## src/rtl/lcd_timing.sv

```systemverilog
// Game Boy LCD dot/line timing: dot and LY counters, STAT mode, draw strobe,
// VBlank/STAT interrupts and the LY=LYC coincidence flag.
module lcd_timing #(
    parameter int unsigned DOTS_PER_LINE = 456,
    parameter int unsigned VISIBLE_LINES = 144,
    parameter int unsigned TOTAL_LINES   = 154,
    parameter int unsigned OAM_DOTS      = 80,
    parameter int unsigned XFER_DOTS     = 172
) (
    input  logic       clk,
    input  logic       reset,
    input  logic       lcd_enable,
    input  logic [7:0] lyc,
    input  logic [3:0] stat_ie,
    output logic       drawline,
    output logic [7:0] ly,
    output logic [1:0] mode,
    output logic       lyc_match,
    output logic       vblank_irq,
    output logic       stat_irq,
    output logic       frame_start
);

    localparam int unsigned DOT_W = 9;
    localparam int unsigned LY_W  = 8;

    localparam logic [DOT_W-1:0] DOT_LAST = DOT_W'(DOTS_PER_LINE - 1);
    localparam logic [DOT_W-1:0] OAM_END  = DOT_W'(OAM_DOTS);
    localparam logic [DOT_W-1:0] XFER_END = DOT_W'(OAM_DOTS + XFER_DOTS);
    localparam logic [LY_W-1:0]  LY_VIS   = LY_W'(VISIBLE_LINES);
    localparam logic [LY_W-1:0]  LY_LAST  = LY_W'(TOTAL_LINES - 1);

    typedef enum logic [1:0] {
        MODE_HBLANK = 2'd0,
        MODE_VBLANK = 2'd1,
        MODE_OAM    = 2'd2,
        MODE_XFER   = 2'd3
    } mode_e;

    logic [DOT_W-1:0] dot_q, dot_d;
    logic [LY_W-1:0]  ly_q, ly_d;
    mode_e            mode_q, mode_d;
    logic             run_q, run_d;
    logic             lyc_match_q, lyc_match_d;
    logic             stat_line_q, stat_line_d;
    logic             drawline_q, drawline_d;
    logic             vblank_irq_q, vblank_irq_d;
    logic             stat_irq_q, stat_irq_d;
    logic             frame_start_q, frame_start_d;

    // State register
    always_ff @(posedge clk or posedge reset) begin
        if (reset) begin
            dot_q         <= '0;
            ly_q          <= '0;
            mode_q        <= MODE_HBLANK;
            run_q         <= 1'b0;
            lyc_match_q   <= 1'b0;
            stat_line_q   <= 1'b0;
            drawline_q    <= 1'b0;
            vblank_irq_q  <= 1'b0;
            stat_irq_q    <= 1'b0;
            frame_start_q <= 1'b0;
        end else begin
            dot_q         <= dot_d;
            ly_q          <= ly_d;
            mode_q        <= mode_d;
            run_q         <= run_d;
            lyc_match_q   <= lyc_match_d;
            stat_line_q   <= stat_line_d;
            drawline_q    <= drawline_d;
            vblank_irq_q  <= vblank_irq_d;
            stat_irq_q    <= stat_irq_d;
            frame_start_q <= frame_start_d;
        end
    end

    // Next position, mode and pulses; all derived from the next position so
    // each pulse lands in the same cycle as the state it describes.
    always_comb begin
        dot_d         = '0;
        ly_d          = '0;
        run_d         = 1'b0;
        mode_d        = MODE_HBLANK;
        stat_line_d   = 1'b0;
        drawline_d    = 1'b0;
        vblank_irq_d  = 1'b0;
        frame_start_d = 1'b0;
        lyc_match_d   = (ly_q == lyc);

        if (lcd_enable) begin
            run_d = 1'b1;
            // First enabled cycle restarts at line 0, dot 0
            if (run_q) begin
                if (dot_q == DOT_LAST) begin
                    dot_d = '0;
                    ly_d  = (ly_q == LY_LAST) ? '0 : ly_q + LY_W'(1);
                end else begin
                    dot_d = dot_q + DOT_W'(1);
                    ly_d  = ly_q;
                end
            end

            if (ly_d >= LY_VIS)       mode_d = MODE_VBLANK;
            else if (dot_d < OAM_END)  mode_d = MODE_OAM;
            else if (dot_d < XFER_END) mode_d = MODE_XFER;
            else                       mode_d = MODE_HBLANK;

            drawline_d    = (ly_d < LY_VIS) && (dot_d == OAM_END);
            vblank_irq_d  = (ly_d == LY_VIS) && (dot_d == '0);
            frame_start_d = (ly_d == '0) && (dot_d == '0);

            stat_line_d = (stat_ie[0] && (mode_d == MODE_HBLANK)) ||
                          (stat_ie[1] && (mode_d == MODE_VBLANK)) ||
                          (stat_ie[2] && (mode_d == MODE_OAM))    ||
                          (stat_ie[3] && lyc_match_d);
        end

        stat_irq_d = stat_line_d && !stat_line_q;
    end

    assign drawline    = drawline_q;
    assign ly          = ly_q;
    assign mode        = mode_q;
    assign lyc_match   = lyc_match_q;
    assign vblank_irq  = vblank_irq_q;
    assign stat_irq    = stat_irq_q;
    assign frame_start = frame_start_q;

endmodule

```

## config.mk

```make
export PLATFORM = sky130hd
export DESIGN_NAME = lcd_timing
export DESIGN_NICKNAME = d
export VERILOG_FILES = /design/src/rtl/lcd_timing.sv
export SDC_FILE = /design/constraint.sdc
export NUM_CORES = 1
export LEC_CHECK = 0
export ABC_AREA = 1
export BUFFER_PORTS_ARGS = -buffer_cell sky130_fd_sc_hd__buf_2
export CORE_UTILIZATION = 25
export CTS_CLUSTER_DIAMETER = 60
export CTS_CLUSTER_SIZE = 12
export DETAILED_ROUTE_END_ITERATION = 16
export PLACE_DENSITY = 0.43
export SYNTH_ARGS = -nofsm -noshare
export SYNTH_HDL_FRONTEND = slang
export SYNTH_SLANG_ARGS = --single-unit
```

## constraint.sdc

```tcl
create_clock -name clk -period 5.5 [get_ports clk]
set_input_delay 0.55 -clock clk [delete_from_list [all_inputs] [get_ports clk]]
set_output_delay 0.55 -clock clk [all_outputs]
set_load 0.005 [all_outputs]
```

## Yosys cells after proc, flatten, opt, wreduce, memory -nomap -nowiden

Cells that the tools add are included.

- Register bits: 26
- Bits of input ports: 15
- Output and inout bits: 15
- Logic and storage cells: 57

- Add/subtract/negate cells: 2
- $lt $le $gt $ge: 4
- Equality and inequality tests: 7
- Mux-type cells: 19
- Reductions and logical operators: 15

Operators by type and width:

| operator | count |
|---|---|
| 2-to-1 mux 8 bit | 5 |
| 2-to-1 mux 9 bit | 4 |
| equality test 8 bit (second input constant) | 2 |
| 2-to-1 mux 2 bit | 5 |
| adder 9 x 1 -> 9 bit (second input constant) | 1 |
| equality test 9 x 7 -> 1 bit (second input constant) | 1 |
| equality test 9 bit (second input constant) | 1 |
| zero test 9 bit | 1 |
| less-than comparator 9 x 7 -> 1 bit (second input constant) | 1 |
| less-than comparator 9 x 8 -> 1 bit (second input constant) | 1 |
| adder 8 x 1 -> 8 bit (second input constant) | 1 |
| equality test 8 bit | 1 |
| >= comparator 8 bit (second input constant) | 1 |
| logical AND 1 bit | 8 |
| zero test 8 bit | 1 |
| less-than comparator 8 bit (second input constant) | 1 |
| 2-to-1 mux 1 bit | 5 |
| logical OR 1 bit | 3 |
| equality test 2 x 1 -> 1 bit (second input constant) | 1 |
| equality test 2 bit (second input constant) | 1 |
| zero test 2 bit | 1 |
| zero test 1 bit | 1 |

## Depth between registers and ports, before layout

- Word-level depth: 16
- Gate-level depth with buffers: 17
- Mapped depth without buffers: 17

## Least setup slack after synthesis

No wires, ideal clock.

- Path kind: register to register
- Start point: reg dot_q[0]
- End point: reg stat_irq_q (netlist: stat_irq)
- Library setup time: 0.069 ns
- Arrival: 1.728 ns
- Data required time: 5.431 ns
- Path slack: 3.703 ns
- Stages on the path, launching flop included: 15
- Path buffers: 0
- Period minus slack after synthesis: 1.797 ns
- Path through: dfrtp_1 ha_1 nand2_2 nor2_4 nand2_4 nand2_4 nor3_1 nand4_2 nand3_2 nand2_1 nor2_1 nand2_1 nand2_1 nand2_1 nor2_2

- Longest elaborated chain between the ends: 16
- Elaborated cells between the ends (all ways): 26
- Classes of those cells: 1 x add/sub; 3 x order compare; 3 x eq/ne; 11 x mux; 8 x reduce/logical

Ends and longest elaborated chain:

| element | RTL line | RTL |
|---|---|---|
| start, declared | 40 | `logic [DOT_W-1:0] dot_q, dot_d;` |
| start signal, assigned | 65 | `dot_q <= dot_d;` |
| adder 9 x 1 -> 9 bit or equality test 9 bit (tied branches) | 99, 95 |  |
| 2-to-1 mux 9 bit | 95 | `if (dot_q == DOT_LAST) begin` |
| 2-to-1 mux 9 bit | 94 | `if (run_q) begin` |
| 2-to-1 mux 9 bit | 91 | `if (lcd_enable) begin` |
| less-than comparator 9 x 8 -> 1 bit | 106 | `else if (dot_d < XFER_END) mode_d = MODE_XFER;` |
| 2-to-1 mux 2 bit | 106 |  |
| 2-to-1 mux 2 bit | 105 | `else if (dot_d < OAM_END) mode_d = MODE_OAM;` |
| 2-to-1 mux 2 bit * | 104 | `if (ly_d >= LY_VIS) mode_d = MODE_VBLANK;` |
| 2-to-1 mux 2 bit * | 91 |  |
| equality test 2 x 1 -> 1 bit or zero test 2 bit (tied branches) | 114, 113 |  |
| logical AND 1 bit (on tied branches) | 114, 113 |  |
| logical OR 1 bit | 113 | `stat_line_d = (stat_ie[0] && (mode_d == MODE_HBLANK)) \|\|` |
| logical OR 1 bit * | 114 | `(stat_ie[1] && (mode_d == MODE_VBLANK)) \|\|` |
| logical OR 1 bit * | 115 | `(stat_ie[2] && (mode_d == MODE_OAM)) \|\|` |
| 2-to-1 mux 1 bit * | 91 |  |
| logical AND 1 bit * | 119 | `stat_irq_d = stat_line_d && !stat_line_q;` |
| via stat_irq_d | 48 | `logic stat_irq_q, stat_irq_d;` |
| end signal, assigned | 73 | `stat_irq_q <= stat_irq_d;` |
| end, declared | 48 |  |

The timed path passes the listed nets; every way through them passes the cells marked *. The select of a mux whose other input is x is not followed.

## Worst setup path after layout

- Start point: reg dot_q[0]
- End point: reg stat_line_q

- Longest elaborated chain between the ends: 15
- Elaborated cells between the ends (all ways): 25
- Classes of those cells: 1 x add/sub; 3 x order compare; 3 x eq/ne; 11 x mux; 7 x reduce/logical

Ends and longest elaborated chain:

| element | RTL line | RTL |
|---|---|---|
| adder 9 x 1 -> 9 bit or equality test 9 bit (tied branches) | 99, 95 |  |
| 2-to-1 mux 9 bit | 95 |  |
| 2-to-1 mux 9 bit | 94 |  |
| 2-to-1 mux 9 bit | 91 |  |
| less-than comparator 9 x 8 -> 1 bit | 106 |  |
| 2-to-1 mux 2 bit | 106 |  |
| 2-to-1 mux 2 bit | 105 |  |
| 2-to-1 mux 2 bit * | 104 |  |
| 2-to-1 mux 2 bit * | 91 |  |
| equality test 2 x 1 -> 1 bit or zero test 2 bit (tied branches) | 114, 113 |  |
| logical AND 1 bit (on tied branches) | 114, 113 |  |
| logical OR 1 bit | 113 |  |
| logical OR 1 bit * | 114 |  |
| logical OR 1 bit * | 115 |  |
| 2-to-1 mux 1 bit * | 91 |  |
| via stat_line_d | 45 | `logic stat_line_q, stat_line_d;` |
| end signal, assigned | 70 | `stat_line_q <= stat_line_d;` |
| end, declared | 45 |  |

Marks and branches as above.

==> summary.md <==
| Metric | Value |
|---|---|
| Top cells by count, synth | nand2_1 (62), nor2_1 (37), dfrtp_1 (26), inv_1 (26), nand3_1 (14) |
| Worst-case clock buffer depth | 2 |
| Worst min path class | reg2reg |
| IO Count | 30 |
| Synth Warn # | 0 |
| Crit path max-delay family | simple AND/OR/NAND/NOR gates |
| Post-CTS setup buffer count | 0 |
| WS Path Type | reg2reg |
| Avg WL per Cell | 12.4 um |
| Crit path time final | 2.05 ns |
| Core Area | 6420 um2 |
| Initial antenna violation count | 0 |
| CTS tree | done |
| Critical path endpoint category | register |
| Via-per-instance ratio | 4.50 |
| Sw Ratio | 0.217 |
| Period utilisation layout | 0.373 |
| P per Cell Area | just under 200 nW/um2 |
| Startpoint types | register |
| # DRC | 0 |
| Worst-skew pair later-pin latency | 0.27 ns |
| Hold path endpoint | stat_irq |
| Vias | 1,548 |
| Clock sinks | 26 |
| Status | finished, final reports clean |
| CTS Buf Count | 3 |
| Number of max-cap violations | 0 |
| Area after DPL | 1920 um2 |
| Synth top area cells | dfrtp_1 (39%), nand2_1 (14%), nor2_1 (8.2%), inv_1 (5.8%), nand3_1 (4.1%) |
| Register-to-register setup slack | 3.45 ns |
| WL final | 4.27 mm |
| Pins over their slew limit | 0 |
| Num rows | 29 |
| Most frequent CP cell | nand2_1 |
| Total grt overflow | 0 |
| Syn Inst Count | 236 |
| Sequential fraction of the synthesis area | 0.385 |
| WP data required | 5.68 ns |
| Critical-path cell list | ha_1, nand2_2, nor2_4, nand2_4, nand3_1, nor2_1, inv_1, nand2_1, nand3_2, nand2_1, nor2_1, nand2_1, nand2_1, nand2_1, inv_1 |
| Post-cts sizing count | 0 |
| Final Net Count | 286 |
| Final RePlAce weighted congestion | around 0.85 |
| CTS clock-pin slew for the worst setup and hold paths | 0.10 ns |
| Min-delay src | stat_line_q |
| Share of the synthesized area in the top cell type | 0.385 |
| Worst rel slew slack | 0.318 |
| Post-synth top flop | dfrtp_1 |
| H-tree Lvls | 1 |
| Slowest-stage cell, CP | dfrtp_1 |
| Clk pwr share | 0.422 |
| Hold Fails Final Rpt | 0 |
| Fill count | 708 |
| Int Pwr | 0.000301 W |
| Worst r2r src | dot_q[0] |
| Setup violators final | 0 |
| Setup Total Neg Slack | 0 ns |
| Ratio of cells with drive above 1 in the final layout | 0.240 |
| Worst path buffer plus inverter count | 2 |
| RSZ-0062 raised after global routing | false |
| Syn_nets | 254 |
| Worst Skew | between 0.007 and 0.008 ns |
| Port bufs | 29 |
| Gr usage total | 0.131 |
| Count of cell types in the netlist | 30 |
| Power share of the combinational group | 0.067 |
| Hold buffers post-CTS | 0 |
| Arr. time, crit path | 2.23 ns |
| TritonRoute pass-1 iters | 4 |
| Initial Util | 0.263 |
| Largest fanout on the critical path | 6 |
| Die Wd | between 80 and 90 um |
| Post-DRT Antenna Nets | 0 |
| Worst Hold Depth | 1 |
| Max Freq | 487 MHz |
| First-pass GRT wire length | 7.31 mm |
| VDD IR max | 0.107 mV |
| Ys async rst share | 1.00 |
| Chip Height | 84.2 um |
| Count leader, synth | nand2_1 |
| Leakage | 1.08 nW |
| Number of synthesized flops with an enable pin | 0 |
| Flops & latches, synth | 26 |
| Design Area, Final | 1990 um2 |
| Psw | around 0.000084 W |
| CTS Root Cell | clkbuf_8 |
| Actual slew at the worst max-slew pin | 1.02 ns |
| CP max stage delay | 0.42 ns |
| FF-to-FF End | stat_line_q |
| P&R area growth vs syn | 18.0% |
| Sequential cell fraction of total power | 0.511 |
| Cell taking the most area after synthesis | dfrtp_1 |
| Post-DP HPWL | 3.44 mm |
| Drt initial violations | a little under 80 |
| N_diodes | 0 |
| DIE AREA | 7090 um2 |
| Largest net degree at the start of global routing | 27 |
| Syn Std Cell Area | 1690 um2 |
| Reg2reg path depth | 15 |
| Syn_area_per_cell | 7.16 um2 |
| Final Util | 0.310 |
| Vias in the first global route | around 1,600 |
[state kept, by name (all words and copies together) (netlist names)]
register     flops
frame_start      1
run_q            1
mode             2
stat_line_q      1
dot_q            9
ly               8
vblank_irq       1
stat_irq         1
drawline         1
lyc_match        1
[cells in the final DEF (no fill, tap or decap)]
cell	count
nand2_1	62
a21oi_1	5
buf_2	29
o21ai_0	1
nand4_1	9
clkinv_1	2
nor2_2	4
nor2_4	2
xnor2_1	2
xor2_1	1
dfrtp_1	26
inv_1	26
clkbuf_8	3
nor2_1	37
o21ai_2	1
ha_1	3
nand3_1	14
nand2_4	4
a22oi_1	1
o21ai_1	2
and3b_1	2
nor3_1	7
bufinv_16	1
nand3_2	6
or2_2	4
nand4_2	1
nor4_1	2
o211ai_1	1
inv_2	6
clkinv_4	1
nand2_2	2
[power groups by stage]
stage / Sequential, W / Combinational, W / Clock, W
floorplan: 0.000199 / 0.0000165 / 0
global placement: 0.000201 / 0.0000264 / 0
detailed placement: 0.000200 / 0.0000267 / 0
CTS: 0.000197 / 0.0000266 / 0.000168
global route: 0.000197 / 0.0000301 / 0.000173
finish: 0.000197 / 0.0000258 / 0.000162
[routing by layer]
metal  wire length [um]  track usage  vias up
met5                  0            0        -
met4                 35       0.0329        0
met3                 76      0.00885        2
met2               1930        0.226       26
met1               2230        0.178      713
li1                   -            -      807
[worst max-delay path by stage]
stage	from	to	slack (ns)	depth (start not counted)
6_report	dot_q[0]	stat_line_q	3.45	15
5_1_grt	dot_q[0]	stat_irq	3.22	14
4_1_cts	dot_q[0]	stat_irq	3.43	14
3_5_place_dp	dot_q[0]	stat_irq	3.45	14
3_3_place_gp	dot_q[0]	stat_irq	3.46	14
2_1_floorplan	dot_q[0]	stat_irq	3.70	14
[cells by family (layout without fill, tap and decap cells)]
family	Yosys count	after routing	synth area share
AND/OR/NAND/NOR	156	156	0.453
buffers and inverters	37	68	0.0859
flip-flops	26	26	0.385
AO/OA/AOI/OAI	11	11	0.0378
adder cells (fa/ha/maj)	3	3	0.0222
XOR/XNOR	3	3	0.0156
[cell type report]
type / instances / area, um2 / area share
sequential: 26 / 651 / 0.326
multi-input combinational: 173 / 893 / 0.448
tap: 77 / 96.3 / 0.0483
inverter: 35 / 136 / 0.0684
timing repair buffer: 29 / 145 / 0.0728
clock buffer: 3 / 41.3 / 0.0207
clock inverter: 1 / 30.0 / 0.0151
[stage by stage]
| step | total power, W | instances | hold slack [ns] | setup slack (ns) |
|---|---|---|---|---|
| after floorplan | 0.000216 | 236 | 0.394 | 3.70 |
| after global placement | 0.000227 | 340 | 0.410 | 3.46 |
| after detailed placement | 0.000227 | 340 | 0.406 | 3.45 |
| after CTS | 0.000391 | 344 | 0.417 | 3.43 |
| after global routing | 0.000400 | 344 | 0.430 | 3.22 |
| final | 0.000384 | 344 | 0.423 | 3.45 |
Note: power is estimated with default switching activity, not from simulation.
